===== config.mk =====
export PLATFORM = sky130hd
export DESIGN_NAME = pulse_stretch_out
export DESIGN_NICKNAME = d
export VERILOG_FILES = /design/src/rtl/pulse_stretch_out_pkg.sv /design/src/rtl/pulse_stretch_out_cycle_timer.sv /design/src/rtl/pulse_stretch_out.sv
export SDC_FILE = /design/constraint.sdc
export NUM_CORES = 1
export LEC_CHECK = 0
export BUFFER_PORTS_ARGS = -buffer_cell sky130_fd_sc_hd__buf_2
export CAP_MARGIN = 20
export CORE_UTILIZATION = 58
export DETAILED_ROUTE_END_ITERATION = 12
export PLACE_DENSITY_LB_ADDON = 0.05
export SLEW_MARGIN = 10
export SYNTH_ARGS = -nofsm -noshare
export SYNTH_HDL_FRONTEND = slang
export SYNTH_SLANG_ARGS = --single-unit

===== constraint.sdc =====
create_clock -name CLK -period 3.38 [get_ports CLK]
set_input_delay 0.169 -clock CLK [delete_from_list [all_inputs] [get_ports CLK]]
set_output_delay 0.169 -clock CLK [all_outputs]
set_load 0.01 [all_outputs]

===== src/rtl/pulse_stretch_out_pkg.sv =====
// Shared types for the pulse stretcher: FSM state width and the
// pending-counter update operation chosen each cycle.
package pulse_stretch_out_pkg;

  localparam int STATE_W = 2;

  typedef logic [STATE_W-1:0] state_t;

  typedef enum logic [1:0] {
    PEND_HOLD = 2'd0,
    PEND_INC  = 2'd1,
    PEND_DEC  = 2'd2
  } pend_op_t;

endpackage


===== src/rtl/pulse_stretch_out_cycle_timer.sv =====
// Loadable down-counter that parks at zero; reusable phase timer for
// pulse, blink and tone style blocks.
module cycle_timer #(
  parameter int CNT_W = 16
) (
  input  logic             clk,
  input  logic             rst_n,
  input  logic             load,
  input  logic [CNT_W-1:0] load_value,
  output logic             zero
);

  logic [CNT_W-1:0] count;

  // NOTE: registers are written with non-blocking assignments so every
  // flop samples pre-edge values, independent of block ordering.
  always_ff @(posedge clk) begin
    if (!rst_n) begin
      count <= '0;
    end else if (load) begin
      count <= load_value;
    end else if (count != '0) begin
      count <= count - 1'b1;
    end
  end

  assign zero = (count == '0);

endmodule


===== src/rtl/pulse_stretch_out.sv =====
// Stretches single-cycle events into visible pin pulses with a minimum
// on time and gap, queuing overlapping requests as a saturating count.
module pulse_stretch_out
  import pulse_stretch_out_pkg::*;
#(
  parameter int CNT_W       = 16,
  parameter int ON_CYCLES   = 1000,
  parameter int OFF_CYCLES  = 1000,
  parameter int PEND_W      = 4,
  parameter bit ACTIVE_HIGH = 1'b1
) (
  input  logic              CLK,
  input  logic              RST_N,
  input  logic              EVENT,
  output logic              OUT,
  output logic              BUSY,
  output logic [PEND_W-1:0] PENDING,
  output logic              DROPPED
);

  localparam state_t ST_IDLE = 2'd0;
  localparam state_t ST_ON   = 2'd1;
  localparam state_t ST_GAP  = 2'd2;

  localparam logic OUT_ACTIVE   = ACTIVE_HIGH ? 1'b1 : 1'b0;
  localparam logic OUT_INACTIVE = ~OUT_ACTIVE;

  localparam logic [CNT_W-1:0]  ON_LOAD  = CNT_W'(ON_CYCLES - 1);
  localparam logic [CNT_W-1:0]  OFF_LOAD = CNT_W'(OFF_CYCLES - 1);
  localparam logic [PEND_W-1:0] PEND_MAX = {PEND_W{1'b1}};

  state_t           state, state_next;
  logic             timer_load;
  logic [CNT_W-1:0] timer_value;
  logic             timer_zero;
  pend_op_t         pend_op;
  logic             drop;

  cycle_timer #(
    .CNT_W(CNT_W)
  ) u_timer (
    .clk       (CLK),
    .rst_n     (RST_N),
    .load      (timer_load),
    .load_value(timer_value),
    .zero      (timer_zero)
  );

  // NOTE: every output of this block gets a default first, so no path
  // through the case statement can leave a latch behind.
  always_comb begin
    state_next  = ST_IDLE;
    timer_load  = 1'b0;
    timer_value = ON_LOAD;
    pend_op     = PEND_HOLD;
    drop        = 1'b0;
    unique case (state)
      ST_IDLE: begin
        // A live event starts directly; otherwise drain a count left over
        // from an event that landed on the last gap edge.
        if (EVENT || (PENDING != '0)) begin
          state_next = ST_ON;
          timer_load = 1'b1;
          if (!EVENT) pend_op = PEND_DEC;
        end
      end
      ST_ON: begin
        state_next = ST_ON;
        if (timer_zero) begin
          state_next  = ST_GAP;
          timer_load  = 1'b1;
          timer_value = OFF_LOAD;
        end
        if (EVENT) pend_op = PEND_INC;
      end
      ST_GAP: begin
        state_next = ST_GAP;
        if (timer_zero && (PENDING != '0)) begin
          state_next = ST_ON;
          timer_load = 1'b1;
          pend_op    = EVENT ? PEND_HOLD : PEND_DEC;
        end else begin
          if (timer_zero) state_next = ST_IDLE;
          if (EVENT) pend_op = PEND_INC;
        end
      end
      default: state_next = ST_IDLE;
    endcase

    if ((pend_op == PEND_INC) && (PENDING == PEND_MAX)) begin
      pend_op = PEND_HOLD;
      drop    = 1'b1;
    end
  end

  // NOTE: only control state is reset; the timer's reset lives in its own
  // module, and there are no memories here that would need clearing.
  always_ff @(posedge CLK) begin
    if (!RST_N) begin
      state   <= ST_IDLE;
      PENDING <= '0;
      DROPPED <= 1'b0;
      OUT     <= OUT_INACTIVE;
    end else begin
      state <= state_next;
      unique case (pend_op)
        PEND_INC: PENDING <= PENDING + 1'b1;
        PEND_DEC: PENDING <= PENDING - 1'b1;
        default:  PENDING <= PENDING;
      endcase
      if (drop) DROPPED <= 1'b1;
      OUT <= (state_next == ST_ON) ? OUT_ACTIVE : OUT_INACTIVE;
    end
  end

  assign BUSY = (state != ST_IDLE) || (PENDING != '0);

endmodule

* Yosys cells after proc, flatten, opt, wreduce, memory -nomap -nowiden
Cells that the tools add are included.
Cells by class: reduce and logical (&&, ||, !) cells 12, equality and inequality tests 7, muxes and demuxes 20, bitwise logic cells 1, add/subtract/negate cells 3
Operator list (count):
- two-way mux 10 bit | 2
- logical NOT 16 bit | 1
- nonzero test 16 bit | 1
- subtractor 16 x 1 -> 16 bit (second input constant) | 1
- two-way mux 2 bit | 7
- case mux 2 bit (3 select lines) | 2
- == test 2 x 1 -> 1 bit (second input constant) | 4
- case mux 4 bit (2 select lines) | 1
- two-way mux 1 bit | 7
- nonzero test 2 bit | 3
- adder 4 x 1 -> 4 bit (second input constant) | 1
- == test 2 bit (second input constant) | 2
- == test 4 bit (second input constant) | 1
- nonzero test 4 bit | 1
- subtractor 4 x 1 -> 4 bit (second input constant) | 1
- case mux 1 bit (3 select lines) | 1
- logical AND 1 bit | 2
- logical NOT 2 bit | 1
- logical OR 1 bit | 2
- OR reduction 2 bit | 1
- NOT 1 bit | 1
Storage, ports and cells: input bits 3, word-level logic and storage cells 49, flip-flop bits (word level) 24, output and inout port bits 7

* Depth between registers and ports, before layout
Gate-level depths: netlist of run 1.
word-level depth 9, gate-level depth with buffers 10, mapped depth without buffers 10

* Hierarchy
From an unflattened synthesis of run 1, not the netlist that was laid out.
Second synthesis, totals: cells, all modules 173, area, all modules 1467.7 µm²
By module, submodules not included:
- cycle_timer | area an instance 939.7 µm², seq. area each 320.3 µm², cells an instance 116, times used 1
- pulse_stretch_out | area an instance 528.0 µm², seq. area each 160.2 µm², cells an instance 57, times used 1

* Worst setup path after synthesis of run 1
Ideal clock, no wire load.
path kind reg-to-reg, start reg u_timer.count[0], end reg PENDING[3], slack 0.397 ns, period minus slack after synthesis 2.983 ns, arrival 2.911 ns, stages on the path, launching flop included 11, required time 3.308 ns, buffers on the path 0, setup time 0.072 ns, cells stage by stage dfxtp_1 inv_1 ha_1 or4b_1 nand4bb_4 a2111oi_4 ha_1 a21o_1 a21oi_1 mux2i_2 mux2i_1
On the way: longest elaborated chain between the ends 9, elaborated cells between the ends (all ways) 11, classes of those cells 3 x eq/ne; 4 x mux; 4 x reduce/logical
RTL lines:
- from (decl) | line pulse_stretch_out_cycle_timer.sv:13 | logic [CNT_W-1:0] count;
- from (signal assigned) | line pulse_stretch_out_cycle_timer.sv:21 | count <= load_value;
- from (signal assigned) | line pulse_stretch_out_cycle_timer.sv:23 | count <= count - 1'b1;
- logical NOT 16 bit (*) | line pulse_stretch_out_cycle_timer.sv:27 | assign zero = (count == '0);
- logical AND 1 bit (*) | line pulse_stretch_out.sv:78 | if (timer_zero && (PENDING != '0)) begin
- two-way mux 2 bit (*) | line pulse_stretch_out.sv:78
- case mux 2 bit (3 select lines) (*) | line pulse_stretch_out.sv:57 | unique case (state)
- == test 2 x 1 -> 1 bit | line pulse_stretch_out.sv:90 | if ((pend_op == PEND_INC) && (PENDING == PEND_MAX)) begin
- logical AND 1 bit | line pulse_stretch_out.sv:90
- two-way mux 2 bit (*) | line pulse_stretch_out.sv:90
- == test 2 bit or == test 2 x 1 -> 1 bit (tied branches) | line pulse_stretch_out.sv:106 | unique case (pend_op)
- case mux 4 bit (2 select lines) or nonzero test 2 bit (tied branches)
- to (signal assigned) | line pulse_stretch_out.sv:107 | PEND_INC: PENDING <= PENDING + 1'b1;
- to (signal assigned) | line pulse_stretch_out.sv:108 | PEND_DEC: PENDING <= PENDING - 1'b1;
- to (decl) | line pulse_stretch_out.sv:17 | output logic [PEND_W-1:0] PENDING,
Every way passes the cells marked *; elsewhere a longest branch is shown, timed or not. A chain may end at the register's enable or synchronous reset.

* Final worst setup path of run 1
Same ends and word-level chain as after synthesis.

==> impl_table.tex, run 1 <==
\begin{tabular}{lr}
\hline
Metric & Value \\
\hline
\multicolumn{2}{l}{\textbf{Route}} \\
\quad 1st-pass router iterations & 4 \\
\quad Via/cell ratio & between 6 and 7 \\
\quad Iteration-0 DRC Markers & 37 \\
\quad Vias & roughly 1,100 \\
\quad Detail-routed net length per standard cell & between 10 and 15 um \\
\quad Final antenna-violating net count & 0 \\
\quad Routed Wire Length & roughly 2600 um \\
\quad DRC violation count after routing & 0 \\
\multicolumn{2}{l}{\textbf{Synth}} \\
\quad Top cells by area in the synthesized netlist & dfxtp\_1 (37\%), a21oi\_1 (5.7\%), xnor2\_1 (5.3\%), ha\_1 (3.8\%), nor2\_1 (3.7\%) \\
\quad Most common flop cell mapped by yosys & dfxtp\_1 \\
\quad Area share of the largest cell type after synthesis & approximately 37\% \\
\quad Synthesized netlist cell count & roughly 150 \\
\quad Sequential cell area fraction in the yosys report & $\sim$37\% \\
\quad Cell area after synthesis & 1310 um\^{}2 \\
\quad Fraction of registers with async set or reset after synthesis & 0\% \\
\quad Number of nets produced by synthesis & roughly 160 \\
\quad Number of synthesized flops with an enable pin & 0 \\
\quad Number of storage elements in the synthesis netlist & 24 \\
\quad Post-synthesis cell type with the largest combined area & dfxtp\_1 \\
\quad Number of warning messages in the yosys log & 0 \\
\quad Number of different library cells in the post-synthesis netlist & 43 \\
\quad Average cell area after synthesis & 8.79 um\^{}2 \\
\multicolumn{2}{l}{\textbf{STA}} \\
\quad Worst setup slack after layout & roughly 310 ps \\
\quad Setup TNS & 0 ps \\
\quad Endpoints failing hold & 0 \\
\quad Count of final max-slew check failures & 0 \\
\quad Final critical delay including setup and external delays & around 3100 ps \\
\quad Number of setup violations in the final report & 0 \\
\quad Max Clk Rate & approximately 0.33 GHz \\
\quad Worst-case clock skew & roughly 4.6 ps \\
\quad Unrepaired setup endpoints after global routing & no \\
\quad Slew at the pin with the worst max-slew slack & around 890 ps \\
\quad Relative slew slack & between 30\% and 40\% \\
\quad Share of the clock period used by the worst path after layout & between 90\% and 100\% \\
\multicolumn{2}{l}{\textbf{Setup path}} \\
\quad Critical path's slowest cell & or4b\_1 \\
\quad Worst path max stage delay & $\sim$500 ps \\
\quad R2R depth & 10 \\
\quad Cells traversed along the worst timing path & inv\_1 -> ha\_1 -> or4b\_1 -> nand4bb\_4 -> a2111oi\_4 -> buf\_4 -> ha\_1 -> a21oi\_1 -> mux2i\_2 -> mux2i\_1 \\
\quad Required time of the worst setup path & around 3600 ps \\
\quad Setup slack of the worst register-to-register path & 310 ps \\
\quad End of the worst register-to-register path & PENDING[3] \\
\quad Class of the most critical setup path & flop to flop \\
\quad CP startpoint kind & flop \\
\quad Critical-path maximum fanout & 13 \\
\quad Type of element capturing the critical path & flop \\
\quad Top cell family by delay on the critical path & simple AND/OR/NAND/NOR gates \\
\quad Number of buffers and inverters on the critical path & 2 \\
\quad Arrival time reported for the critical path endpoint & about 3300 ps \\
\quad RR Startpoint & u\_timer.count[0] \\
\quad Most used cell, CP & ha\_1 \\
\multicolumn{2}{l}{\textbf{Power}} \\
\quad Power dissipated by switching net loads & 461 uW \\
\quad Proportion of power drawn by the clock network & around 18\% \\
\quad LEAKAGE & around 0.56 nW \\
\quad Part of the power in registers & between 30 and 40\% \\
\quad Int Pwr & $\sim$700 uW \\
\quad Tot Pwr & about 1.2 mW \\
\quad Peak ir drop on the vdd network & $\sim$0.5 mV \\
\quad Areal power density over the cells & $\sim$800 nW/um\^{}2 \\
\quad Combinational fraction of design power & between 40 and 50\% \\
\quad Fraction of power spent switching nets & 39.9\% \\
\multicolumn{2}{l}{\textbf{Finish}} \\
\quad Area added between synthesis and finish & 10.0\% \\
\quad Layout cells sized above 1 & 14.4\% \\
\quad Number of nets in the finished design & 169 \\
\quad Antenna Cells & 0 \\
\quad Most frequent cells in the layout & dfxtp\_1 (24), a21oi\_1 (15), nor2\_1 (13), nand2\_1 (12), buf\_2 (9) \\
\quad Layout filler cell count & around 180 \\
\quad Final Core Density & between 70\% and 80\% \\
\quad Leading cell type in the layout, fill and taps excluded & dfxtp\_1 \\
\multicolumn{2}{l}{\textbf{Clock tree}} \\
\quad Clock-pin transition on the worst setup and hold timing paths & $\sim$140 ps \\
\quad TritonCTS clock tree & built \\
\quad \# Post-CTS Setup Buffers & 0 \\
\quad Cts bufs inserted & 3 \\
\quad Number of H-tree levels & 1 \\
\quad Clock Root Buffer & clkbuf\_4 \\
\quad Count of clock tree sinks & 24 \\
\quad Total of hold buffers inserted after clock tree synthesis & 0 \\
\quad Maximum clock insertion buffer count & 2 \\
\quad Clock network latency to the later pin of the worst-skew pair & around 310 ps \\
\quad Post-CTS Resized & 0 \\
\multicolumn{2}{l}{\textbf{Floorplanning}} \\
\quad Standard cell core area & roughly 2000 um\^{}2 \\
\quad Die Span Y & 49.5 um \\
\quad I/O Pins & 10 \\
\quad Width of the chip & between 40 and 50 um \\
\quad Std cell rows & 16 \\
\quad Effective utilization at floorplan & roughly 64\% \\
\quad Die Area & between 2000 and 2500 um\^{}2 \\
\multicolumn{2}{l}{\textbf{GRT}} \\
\quad Total GRT Usage & a little under a quarter \\
\quad Largest net degree at the start of global routing & 15 \\
\quad Global route overflow & 0 \\
\quad Initial antenna violation count & 0 \\
\quad First-pass GRT wire length & about 4400 um \\
\quad Vias in the first global route & 1,027 \\
\multicolumn{2}{l}{\textbf{Worst hold path}} \\
\quad Class of the worst hold path & input port to flop \\
\quad Worst Hold Depth & 2 \\
\quad Source of the worst hold timing path & RST\_N \\
\quad Endpoint, Worst Hold & PENDING[1] \\
\multicolumn{2}{l}{\textbf{Placement}} \\
\quad Global placement routability congestion & just over 0.8 \\
\quad Setup slack at placement & 324 ps \\
\quad Number of I/O port buffers & 9 \\
\quad HPWL after detailed placement & $\sim$1800 um \\
\multicolumn{2}{l}{\textbf{Run status}} \\
\quad Outcome & finished, final reports clean \\
\multicolumn{2}{l}{\textbf{Run}} \\
\quad Max-cap viol count & 0 \\
\hline
\end{tabular}
[through the flow]
stage               cells  area [um^2]  hold WS [ps]
finish                187         1440           165
global route          187         1440           156
CTS                   187         1440           152
detailed placement    183         1390           454
global placement      183         1390           443
floorplan             149         1310           440
[cell families after synthesis]
| kind of cell | share of synthesized area, % |
|---|---|
| AND/OR/NAND/NOR | 26.7 |
| AO/OA/AOI/OAI | 18.3 |
| flip-flops | 36.7 |
| XOR/XNOR | 7.35 |
| buffers and inverters | 2.86 |
| adder cells (fa/ha/maj) | 5.35 |
| multiplexers | 2.67 |
[area by class of cell]
cell class | count | area (um^2) | share of cell area (%)
tap | 27 | 33.8 | 2.34
clock buffer | 3 | 22.5 | 1.56
sequential | 24 | 480 | 33.3
clock inverter | 1 | 30.0 | 2.08
timing repair buffer | 11 | 60.1 | 4.17
inverter | 6 | 22.5 | 1.56
multi-input combinational | 115 | 792 | 54.9
[sequential cells by signal, indices dropped and copies added (netlist names)]
| name | count |
|---|---|
| OUT | 1 |
| DROPPED | 1 |
| PENDING | 4 |
| u_timer.count | 16 |
| state | 2 |
[worst max path at each step]
stage | end | from | cells past startpoint
2_1_floorplan | PENDING[3] | u_timer.count[0] | 10
3_3_place_gp | PENDING[3] | u_timer.count[0] | 10
3_5_place_dp | PENDING[3] | u_timer.count[0] | 10
4_1_cts | PENDING[3] | u_timer.count[0] | 10
5_1_grt | PENDING[3] | u_timer.count[0] | 10
6_report | PENDING[3] | u_timer.count[0] | 10
[power by group through the flow]
stage | clock [mW] | sequential (mW) | combinational, mW
2_1_floorplan | 0 | 0.420 | 0.387
4_1_cts | 0.213 | 0.430 | 0.511
6_report | 0.207 | 0.432 | 0.516
3_3_place_gp | 0 | 0.433 | 0.498
3_5_place_dp | 0 | 0.436 | 0.508
5_1_grt | 0.222 | 0.442 | 0.579
[routing by layer]
| metal | GRT usage (%) | share of wire (%) |
|---|---|---|
| met3 | 3.70 | 4.5 |
| met2 | 35.8 | 45 |
| met4 | 6.67 | 1.2 |
| met5 | 0 | 0 |
| met1 | 32.2 | 50 |
[synthesized netlist by cell type (2+ instances only)]
| master | n |
|---|---|
| nor3_2 | 2 |
| dfxtp_1 | 24 |
| o31ai_1 | 3 |
| a31oi_1 | 2 |
| nand2_1 | 12 |
| nand2b_1 | 2 |
| a211oi_1 | 3 |
| xor2_1 | 3 |
| o211ai_1 | 2 |
| nor2_1 | 13 |
| inv_1 | 5 |
| a21oi_1 | 15 |
| or3_1 | 2 |
| ha_1 | 4 |
| clkbuf_1 | 3 |
| o21ai_0 | 5 |
| and3_1 | 3 |
| xnor2_1 | 8 |
| o21a_1 | 2 |
| nor4_1 | 6 |
| nor3_1 | 6 |
| nand3_1 | 2 |
| nand4_1 | 2 |
Note: power is estimated with default switching activity, not from simulation.
==> run 2: changes to the inputs <==
--- a/config.mk
+++ b/config.mk
@@ -5,12 +5,14 @@
 export SDC_FILE = /design/constraint.sdc
 export NUM_CORES = 1
 export LEC_CHECK = 0
+export ABC_AREA = 1
 export BUFFER_PORTS_ARGS = -buffer_cell sky130_fd_sc_hd__buf_2
 export CAP_MARGIN = 20
-export CORE_UTILIZATION = 58
+export CORE_UTILIZATION = 59
 export DETAILED_ROUTE_END_ITERATION = 12
 export PLACE_DENSITY_LB_ADDON = 0.05
-export SLEW_MARGIN = 10
+export SETUP_SLACK_MARGIN = 0.2
+export SLEW_MARGIN = 20
 export SYNTH_ARGS = -nofsm -noshare
 export SYNTH_HDL_FRONTEND = slang
 export SYNTH_SLANG_ARGS = --single-unit
==> run 2 against run 1 <==
Against the previous run:
- global-route usage up 1.4 points
- area after synthesis is 17% higher
- clock power shrank 41%
- routed wire length is 14% higher
- largest cell class unchanged
- highest routed layer unchanged
==> impl_table.tex, run 2 <==
\begin{tabular}{lr}
\hline
Metric & Value \\
\hline
\multicolumn{2}{l}{\textbf{Route}} \\
\quad DRC violation count after routing & 0 (unchanged) \\
\quad 1st-pass router iterations & 5 (+1) \\
\quad Routed Wire Length & 2960 um (+14\%) \\
\quad Vias & 1,282 (+13\%) \\
\quad Via/cell ratio & 5.21 (-14\%) \\
\quad Detail-routed net length per standard cell & 12.0 um (-13\%) \\
\quad Final antenna-violating net count & 0 (unchanged) \\
\quad Detailed-routing wirelength on met1 & 1330 um (+3.1\%) \\
\quad Met2 WL & 1540 um (+32\%) \\
\quad Highest metal layer with signal wires & met4 \\
\quad Met3 routed wirelength & 83 um (-28\%) \\
\quad Iteration-0 DRC Markers & 24 (-35\%) \\
\multicolumn{2}{l}{\textbf{Finish}} \\
\quad Layout filler cell count & 226 (+28\%) \\
\quad Layout cells sized above 1 & 24.1\% (+9.7 points) \\
\quad Antenna Cells & 0 (unchanged) \\
\quad Multi-input gate area & 923 um\^{}2 (+17\%) \\
\quad Biggest register & u\_timer.count \\
\quad Most frequent cells in the layout & nor2\_1 (34), nand2\_1 (29), inv\_1 (25), dfxtp\_1 (24), nand3\_1 (10) \\
\quad Number of nets in the finished design & 226 (+34\%) \\
\quad Max reg flops & 16 (unchanged) \\
\quad Fin area & 1630 um\^{}2 (+13\%) \\
\quad Area taken by flip-flops and latches & 480 um\^{}2 (unchanged) \\
\quad Area added between synthesis and finish & 6.55\% \\
\quad Leading cell type in the layout, fill and taps excluded & nor2\_1 \\
\quad Registers with the most flip-flops & u\_timer.count (16), PENDING (4), state (2) \\
\multicolumn{2}{l}{\textbf{Setup path}} \\
\quad Setup slack of the worst register-to-register path & 970 ps (+670 ps) \\
\quad Required time of the worst setup path & 3600 ps (-30 ps) \\
\quad Most used cell, CP & nand2\_1 \\
\quad Worst path max stage delay & 330 ps (-170 ps) \\
\quad Cells traversed along the worst timing path & inv\_1 -> ha\_1 -> nand2\_2 -> nor2\_4 -> nand2\_4 -> nor2\_4 -> nand3\_2 -> nand2\_4 -> ha\_1 -> nand2\_1 -> nand2\_1 -> a31oi\_1 -> inv\_1 -> nand3\_1 -> nand2\_1 -> inv\_1 -> nand3\_2 -> nand2\_1 -> nor2\_1 \\
\quad Critical-path maximum fanout & 9 (-4) \\
\quad Arrival time reported for the critical path endpoint & 2630 ps (-690 ps) \\
\quad End of the worst register-to-register path & PENDING[3] \\
\quad Number of buffers and inverters on the critical path & 3 (+1) \\
\quad R2R depth & 19 (+9) \\
\quad RR Startpoint & u\_timer.count[0] \\
\quad Class of the most critical setup path & flop to flop \\
\quad Critical path's slowest cell & dfxtp\_1 \\
\quad Top cell family by delay on the critical path & simple AND/OR/NAND/NOR gates \\
\quad Count of cell instances traversed by the critical path & 19 (+9) \\
\quad CP startpoint kind & flop \\
\quad Type of element capturing the critical path & flop \\
\multicolumn{2}{l}{\textbf{GRT}} \\
\quad Initial antenna violation count & 0 (unchanged) \\
\quad Largest net degree at the start of global routing & 14 (-1) \\
\quad First-pass GRT wire length & 4950 um (+13\%) \\
\quad Vias in the first global route & 1,211 (+18\%) \\
\quad Global route overflow & 0 (unchanged) \\
\quad Total GRT Usage & 24.3\% (+1.4 points) \\
\multicolumn{2}{l}{\textbf{Clock tree}} \\
\quad Total of hold buffers inserted after clock tree synthesis & 0 (unchanged) \\
\quad Cts bufs inserted & 3 (unchanged) \\
\quad Clock Root Buffer & clkbuf\_4 \\
\quad Maximum clock insertion buffer count & 2 (unchanged) \\
\quad Count of clock tree sinks & 24 (unchanged) \\
\quad Clock-pin transition on the worst setup and hold timing paths & 130 ps (about the same) \\
\quad Post-CTS Resized & 0 (unchanged) \\
\quad TritonCTS clock tree & built \\
\quad Number of H-tree levels & 1 (unchanged) \\
\quad Clock network latency to the later pin of the worst-skew pair & 310 ps (about the same) \\
\quad \# Post-CTS Setup Buffers & 0 (unchanged) \\
\multicolumn{2}{l}{\textbf{Synth}} \\
\quad Synthesized netlist cell count & 205 (+38\%) \\
\quad Area share of the largest cell type after synthesis & 31.4\% (-5.2 points) \\
\quad Most common library cells after synthesis & nor2\_1 (34), nand2\_1 (29), inv\_1 (25) \\
\quad Sequential cell area fraction in the yosys report & 31.4\% (-5.2 points) \\
\quad Number of storage elements in the synthesis netlist & 24 (unchanged) \\
\quad Number of warning messages in the yosys log & 0 (unchanged) \\
\quad Most common flop cell mapped by yosys & dfxtp\_1 \\
\quad Fraction of registers with async set or reset after synthesis & 0\% (unchanged) \\
\quad Number of different library cells in the post-synthesis netlist & 28 (-35\%) \\
\quad Cell area after synthesis & 1530 um\^{}2 (+17\%) \\
\quad Number of synthesized flops with an enable pin & 0 (unchanged) \\
\quad Number of nets produced by synthesis & 213 (+36\%) \\
\quad Top cells by area in the synthesized netlist & dfxtp\_1 (31\%), nor2\_1 (8.4\%), nand2\_1 (7.1\%), inv\_1 (6.1\%), nor2\_4 (4.4\%) \\
\quad Average cell area after synthesis & 7.45 um\^{}2 (-15\%) \\
\quad Most frequent cell after synthesis & nor2\_1 \\
\quad Post-synthesis cell type with the largest combined area & dfxtp\_1 \\
\multicolumn{2}{l}{\textbf{Placement}} \\
\quad Area post-placement & 1610 um\^{}2 (+16\%) \\
\quad HPWL after detailed placement & 2400 um (+32\%) \\
\quad Number of I/O port buffers & 9 (unchanged) \\
\quad Global placement routability congestion & 0.885 (+7.1\%) \\
\quad Setup slack at placement & 997 ps (+673 ps) \\
\multicolumn{2}{l}{\textbf{Power}} \\
\quad Peak ir drop on the vdd network & 0.677 mV (+36\%) \\
\quad Areal power density over the cells & 874 nW/um\^{}2 (+9.0\%) \\
\quad Part of the power in registers & 33.0\% (-4.4 points) \\
\quad Int Pwr & 711 uW (+2.4\%) \\
\quad LEAKAGE & 0.781 nW (+40\%) \\
\quad Fraction of power spent switching nets & 50.0\% (+10 points) \\
\quad Combinational fraction of design power & 58.4\% (+14 points) \\
\quad Power dissipated by switching net loads & 711 uW (+54\%) \\
\quad Proportion of power drawn by the clock network & 8.6\% (-9.3 points) \\
\multicolumn{2}{l}{\textbf{STA}} \\
\quad Worst setup slack after layout & 975 ps (+665 ps) \\
\quad Max Clk Rate & 0.416 GHz (+28\%) \\
\quad Share of the clock period used by the worst path after layout & 71.2\% (-20 points) \\
\quad Endpoints failing hold & 0 (unchanged) \\
\quad Count of final max-slew check failures & 0 (unchanged) \\
\quad Final critical delay including setup and external delays & 2410 ps (-665 ps) \\
\quad Setup TNS & 0 ps (unchanged) \\
\quad Relative slew slack & 77.6\% (+38 points) \\
\quad Unrepaired setup endpoints after global routing & no \\
\quad Number of setup violations in the final report & 0 (unchanged) \\
\quad Slew at the pin with the worst max-slew slack & 333 ps (-559 ps) \\
\quad Worst-case clock skew & 6.41 ps (+1.83 ps) \\
\multicolumn{2}{l}{\textbf{Floorplanning}} \\
\quad Standard cell core area & 2450 um\^{}2 (+20\%) \\
\quad Width of the chip & 52.9 um (+6.8\%) \\
\quad Effective utilization at floorplan & 62.2\% (-1.9 points) \\
\quad Die Area & 2800 um\^{}2 (+14\%) \\
\quad I/O Pins & 10 (unchanged) \\
\quad Std cell rows & 18 (+2) \\
\quad Die Span Y & 52.9 um (+6.8\%) \\
\multicolumn{2}{l}{\textbf{Worst hold path}} \\
\quad Worst Hold Depth & 3 (+1) \\
\quad Class of the worst hold path & input port to flop \\
\quad Source of the worst hold timing path & RST\_N \\
\quad Endpoint, Worst Hold & PENDING[0] \\
\multicolumn{2}{l}{\textbf{Run status}} \\
\quad Outcome & finished, final reports clean \\
\multicolumn{2}{l}{\textbf{Run}} \\
\quad Max-cap viol count & 0 (unchanged) \\
\hline
\end{tabular}
## run 2: cell types whose count changed after synthesis, moves of 6 or more
cell / previous run / this run
o21ai_1: 0 / 7
nor2_1: 13 / 34
inv_1: 5 / 25
nand3_1: 2 / 10
a21oi_1: 15 / 9
nor2_4: 0 / 6
nand2_1: 12 / 29
## run 2: final cells by class
type                            count  area share, %
Clock buffer                        3           1.38
Inverter                           31           7.30
Multi-Input combinational cell    149           56.7
Sequential cell                    24           29.5
Tap cell                           30           2.31
Timing Repair Buffer                9           2.77
## run 2: worst register-to-register path: cells and delay by family, from the launching register on
family                   cells  cell delay [ps]
AO/OA/AOI/OAI                1              180
adder cells (fa/ha/maj)      2              490
buffers and inverters        3              280
flip-flops                   1              330
AND/OR/NAND/NOR             13             1030
## run 2: worst max path at each step
stage | from | endpoint
floorplan | u_timer.count[0] | PENDING[3]
global placement | u_timer.count[0] | PENDING[3]
detailed placement | u_timer.count[0] | PENDING[3]
CTS | u_timer.count[0] | PENDING[3]
global route | u_timer.count[0] | PENDING[3]
finish | u_timer.count[0] | PENDING[3]
## run 2: through the flow
| step | cells | total power, mW | hold WS [ps] | utilization (%) |
|---|---|---|---|---|
| 3_3_place_gp | 243 | 1.29 | 449 | 65.4 |
| 2_1_floorplan | 205 | 1.14 | 286 | - |
| 5_1_grt | 246 | 1.55 | 220 | 66.3 |
| 4_1_cts | 246 | 1.43 | 198 | 66.3 |
| 3_5_place_dp | 243 | 1.31 | 489 | 65.4 |
| 6_report | 246 | 1.42 | 210 | 66.3 |
## run 2: routing by layer
metal | track usage [%] | vias up
met1 | 27.8 | 577
met2 | 46.6 | 24
met3 | 2.59 | 2
met4 | 6.58 | 0
met5 | 0 | -
li1 | - | 679
## run 2: power by group through the flow
stage	sequential [mW]	combinational [mW]	clock [mW]
5_1_grt	0.481	0.935	0.135
6_report	0.470	0.830	0.122
3_5_place_dp	0.477	0.832	0
3_3_place_gp	0.473	0.819	0
2_1_floorplan	0.470	0.667	0
4_1_cts	0.470	0.836	0.127
## run 2: logic make-up after synthesis
group / share of synthesized area, %
compound gates: 11.1
xor+xnor: 6.88
fa+ha+maj: 4.59
buf+inv: 8.11
flops: 31.4
simple gates: 37.9
